==> src/rtl/riscv_id_operand.sv <==
// Decode-stage operand unit: captures RF read data, forwards from EX/MEM/WB,
// detects load-use hazards and registers resolved operands into ID/EX.
module riscv_id_operand #(
    parameter int XLEN      = 32,
    parameter int AW        = 5,
    parameter bit WB_BYPASS = 1'b1
) (
    input  logic            clk,
    input  logic            rst,
    input  logic            pd_valid_i,
    input  logic            pd_stall_i,
    input  logic [AW-1:0]   pd_rs1_i,
    input  logic [AW-1:0]   pd_rs2_i,
    input  logic [XLEN-1:0] rf_src1_q_o,
    input  logic [XLEN-1:0] rf_src2_q_o,
    input  logic            ex_we_i,
    input  logic [AW-1:0]   ex_rd_i,
    input  logic            ex_is_load_i,
    input  logic [XLEN-1:0] ex_result_i,
    input  logic            mem_we_i,
    input  logic [AW-1:0]   mem_rd_i,
    input  logic [XLEN-1:0] mem_result_i,
    input  logic            rf_we_i,
    input  logic [AW-1:0]   rf_dst_i,
    input  logic [XLEN-1:0] rf_dst_d_i,
    input  logic            ex_stall_i,
    input  logic            flush_i,
    output logic            id_stall_o,
    output logic            ex_valid_o,
    output logic [XLEN-1:0] ex_op1_o,
    output logic [XLEN-1:0] ex_op2_o
);

    // Flow control: an instruction advances from pre-decode into ID only when
    // nobody stalls (pd_stall_i, id_stall_o, ex_stall_i all low); a stalled
    // stage holds its contents and the upstream stage must keep presenting.
    logic            id_valid_q;
    logic [AW-1:0]   rs1_q;
    logic [AW-1:0]   rs2_q;
    logic            bp_valid_q;
    logic [AW-1:0]   bp_rd_q;
    logic [XLEN-1:0] bp_data_q;
    logic            capture;
    logic [XLEN-1:0] op1;
    logic [XLEN-1:0] op2;

    assign capture = ~pd_stall_i & ~id_stall_o & ~ex_stall_i;

    assign id_stall_o = id_valid_q & ex_is_load_i & ex_we_i & (ex_rd_i != '0)
                      & ((ex_rd_i == rs1_q) | (ex_rd_i == rs2_q));

    // A load match in EX yields ex_result_i here; id_stall_o bubbles it anyway.
    function automatic logic [XLEN-1:0] resolve(input logic [AW-1:0]   rs,
                                                 input logic [XLEN-1:0] rf_q);
        logic [XLEN-1:0] r;
        r = rf_q;
        if (rs == '0)
            r = '0;
        else if (ex_we_i && ex_rd_i == rs)
            r = ex_result_i;
        else if (mem_we_i && mem_rd_i == rs)
            r = mem_result_i;
        else if (rf_we_i && rf_dst_i == rs)
            r = rf_dst_d_i;
        else if (WB_BYPASS && bp_valid_q && bp_rd_q == rs)
            r = bp_data_q;
        return r;
    endfunction

    always_comb begin
        op1 = resolve(rs1_q, rf_src1_q_o);
        op2 = resolve(rs2_q, rf_src2_q_o);
    end

    always_ff @(posedge clk) begin
        if (rst) begin
            id_valid_q <= 1'b0;
            rs1_q      <= '0;
            rs2_q      <= '0;
        end else begin
            if (capture) begin
                rs1_q <= pd_rs1_i;
                rs2_q <= pd_rs2_i;
            end
            if (flush_i)
                id_valid_q <= 1'b0;
            else if (capture)
                id_valid_q <= pd_valid_i;
        end
    end

    // Remembers the WB write that raced the RF read so a read-first RF is covered.
    always_ff @(posedge clk) begin
        if (rst) begin
            bp_valid_q <= 1'b0;
            bp_rd_q    <= '0;
            bp_data_q  <= '0;
        end else if (capture) begin
            bp_valid_q <= WB_BYPASS && rf_we_i && (rf_dst_i != '0);
            bp_rd_q    <= rf_dst_i;
            bp_data_q  <= rf_dst_d_i;
        end
    end

    always_ff @(posedge clk) begin
        if (rst || flush_i) begin
            ex_valid_o <= 1'b0;
            ex_op1_o   <= '0;
            ex_op2_o   <= '0;
        end else if (!ex_stall_i) begin
            if (id_stall_o) begin
                ex_valid_o <= 1'b0;
                ex_op1_o   <= '0;
                ex_op2_o   <= '0;
            end else begin
                ex_valid_o <= id_valid_q;
                ex_op1_o   <= op1;
                ex_op2_o   <= op2;
            end
        end
    end

endmodule
==> config.mk <==
export PLATFORM = sky130hd
export DESIGN_NAME = riscv_id_operand
export DESIGN_NICKNAME = d
export VERILOG_FILES = /design/src/rtl/riscv_id_operand.sv
export SDC_FILE = /design/constraint.sdc
export NUM_CORES = 1
export LEC_CHECK = 0
export CORE_ASPECT_RATIO = 0.5
export CORE_MARGIN = 4
export CORE_UTILIZATION = 35
export DETAILED_ROUTE_END_ITERATION = 10
export PLACE_DENSITY = 0.62
export SYNTH_ARGS = -nofsm -noshare
export SYNTH_HDL_FRONTEND = slang
export SYNTH_SLANG_ARGS = --single-unit
export TNS_END_PERCENT = 50
==> constraint.sdc <==
create_clock -name clk -period 2.6 [get_ports clk]
set_input_delay 0.52 -clock clk [delete_from_list [all_inputs] [get_ports clk]]
set_output_delay 0.52 -clock clk [all_outputs]
set_load 0.005 [all_outputs]
==> impl_metrics.ini <==
[setup_path]
startpoint_type = input pin
path_class = input pin to flip-flop
critPathArrivalTime_ns = 2.84
cp_slowest_cell = o311ai_0
critPathBufInv = 4
end_kind = flip-flop
cp_max_fo = 13
cpPeakStageDelay_ns = 0.49
crit_required_ns = 2.96
path_cells = clkdlybuf4s50_1 -> buf_4 -> xnor2_1 -> nand4_1 -> buf_4 -> nor2_4 -> buf_4 -> a211oi_1 -> o311ai_0 -> a32o_1
worst_path_most_repeated_cell = buf_4
crit_family = buffers and inverters

[floorplan]
initial_core_util_pct = 36.1
dieArea_sq_um = 22800
die_height_microns = 109
coreArea_sq_um = 19700
chipWidth_microns = 210
rows = 36
ios = 261

[global_route]
antenna_found_initial = 0
grt_pass1_wl_mm = 47.5
grt_pass1_vias = 8403
grt_usage_pct = 26.3
grt_max_degree = 65
gr-total-overflow = 0

[synthesis]
ys.warnings.count = 0
synth_ff_type = dfxtp_1
synth_edf_count = 0
synth_xor_area_share_pct = 5.02
synthMuxAreaShare_pct = 0
ys_types = 35
synth_compound_area_share_pct = 36.6
synth_fp_nets = 1111
netlist_area_sq_um = 7130
synth-seq-area-share_pct = 32.0
synth_seq_cells = 114
avgSynthCellArea_sq_um = 7.78
synthCells = 916
synthArstFlopShare_pct = 0
synth_fa_ha_area_share_pct = 0
synth_top_family_by_area = compound AO/OA/AOI/OAI gates
yosys.area_share.simple_pct = 19.8

[placed_design]
gp_congestion = 0.830
dp_hpwl_mm = 22.5
dpl_cell_area_sq_um = 10400
io_buffers = 260
preCtsSetupSlack_ns = -0.354

[timing]
period_share_pct = 95.6
hold_slack_ns = 0.462
slew_headroom_pct = 32.0
hold_viol_final = 0
slew_viol_final = 0
rsz0062_at_grt = false
clock_skew_ns = 0.0104
report.final.setup_viol = 0
min_period_ns = 2.49
fin_ws_ns = 0.114
worstMarginPinSlew_ns = 1.02
fmax_ghz = 0.402

[cts]
path_clk_slew_ns = 0.06
clockBufferDepth = 2
clock_latency_ns = 0.41
cts_made_buffers = 17
cts.htree.levels = 4
root_buffer = clkbuf_16
cts_sinks = 114
cts_tree = done

[drt]
drc = 0
wl_per_cell_microns = 21.7
drt_iter0_drc = 785
dr_total_vias = 8421
ant_nets = 0
first_pass_iters = 6
drt_wl_total_mm = 31.1
viasPerCell = 5.86

[power_and_ir_drop]
ir_drop_mv = 0.353
p_leak_uw = 0.00371
total_power_uw = 5250
power_density_nw_per_um2 = 477

[final_layout]
final_core_util_pct = 55.8
final_cell_mix = clkdlybuf4s50_1, dfxtp_1, or2_2
diodes = 0
drive_above_1_share_pct = 16.2
final_nets = 1355
syn2layout_area_growth_pct = 54.4
fillers = 1804
fin_area_sq_um = 11000
final_common_cell = clkdlybuf4s50_1

[run_status]
status = complete, no violations

[hold_path]
min_path_type = flip-flop to flip-flop

[run]
maxCapViolCount = 0
==> synthesized netlist by cell type (5+ instances only) <==
cell	n	share of area, %
clkbuf_1	78	4.1
nand3_1	56	3.9
inv_1	10	0.53
a21oi_1	54	3.8
o21a_1	41	4.3
nor2_1	70	3.7
buf_2	21	1.5
o21ai_0	60	4.2
o311ai_1	8	0.98
a211oi_1	51	5.4
dfxtp_1	114	32
buf_1	7	0.37
nand2_1	70	3.7
nor3_1	14	0.98
xnor2_1	27	3.3
o22ai_1	5	0.44
or2_2	67	5.9
a32o_1	64	9.0
o211a_1	9	1.3
xor2_1	12	1.5
o311ai_0	56	6.9
==> metal layers <==
layer	up-vias	track usage (%)	part of all wire, %
li1	3918	-	-
met1	4091	35.0	44
met5	-	0	0
met2	365	44.4	48
met3	47	4.28	6.3
met4	0	7.91	1.9
==> where the power goes <==
part	internal [uW]	switching, uW	total, uW	leakage [uW]
Clock	1490	835	2320	0.000285
Combinational	561	499	1060	0.00250
Sequential	1810	51.6	1860	0.000928
Total	3860	1390	5250	0.00371
==> registers in the layout (all words and copies together), names as in the netlist <==
| register | count |
|---|---|
| bp_data_q | 32 |
| bp_rd_q | 5 |
| bp_valid_q | 1 |
| ex_op1_o | 32 |
| ex_op2_o | 32 |
| ex_valid_o | 1 |
| id_valid_q | 1 |
| rs1_q | 5 |
| rs2_q | 5 |
==> worst register-to-register path, delay by kind of cell, from the launching register on <==
kind	cells	cell delay (ns)
AND/OR/NAND/NOR	2	0.89
flip-flops	1	0.47
AO/OA/AOI/OAI	3	0.88
XOR/XNOR	1	0.17
==> repair_timing <==
action                     CTS  global route
pin swaps                    0             3
hold buffers                 0             0
setup endpoints to repair    1            47
gates resized for setup      9             3
setup buffers                0             0
==> area by class of cell <==
cell class                      instances  area [sq um]  share of cell area, %
Multi-Input combinational cell        685          4460                   40.5
Tap cell                              266           333                   3.02
Timing Repair Buffer                  332          3320                   30.2
Clock buffer                           23           488                   4.43
Sequential cell                       114          2290                   20.8
Inverter                               10          37.5                  0.341
Clock inverter                          6          80.1                  0.728
==> final timing paths <==
| kind | to | depth (start not counted) | from | slack (ns) |
|---|---|---|---|---|
| max reg2reg | ex_op1_o[11] | 6 | rs1_q[4] | 0.13 |
| max | ex_op2_o[1] | 10 | rf_dst_i[2] | 0.11 |
| min reg2reg | ex_op2_o[20] | 1 | ex_op2_o[20] | 0.46 |
| min | ex_op2_o[20] | 1 | ex_op2_o[20] | 0.46 |
==> metrics by stage <==
stage | TNS [ns] | std cells
final | 0 | 1436
after global routing | 0 | 1436
after CTS | 0 | 1436
after detailed placement | -25.64 | 1407
after global placement | -19.62 | 1407
after floorplan | 0 | 916
==> cell families after synthesis <==
group	after synthesis
AOI/OAI and AO/OA	351
xor gates and xnor gates	40
DFF	114
buffers and inverters	117
and+or+nand+nor	294
(Power assumes the default switching activity.)
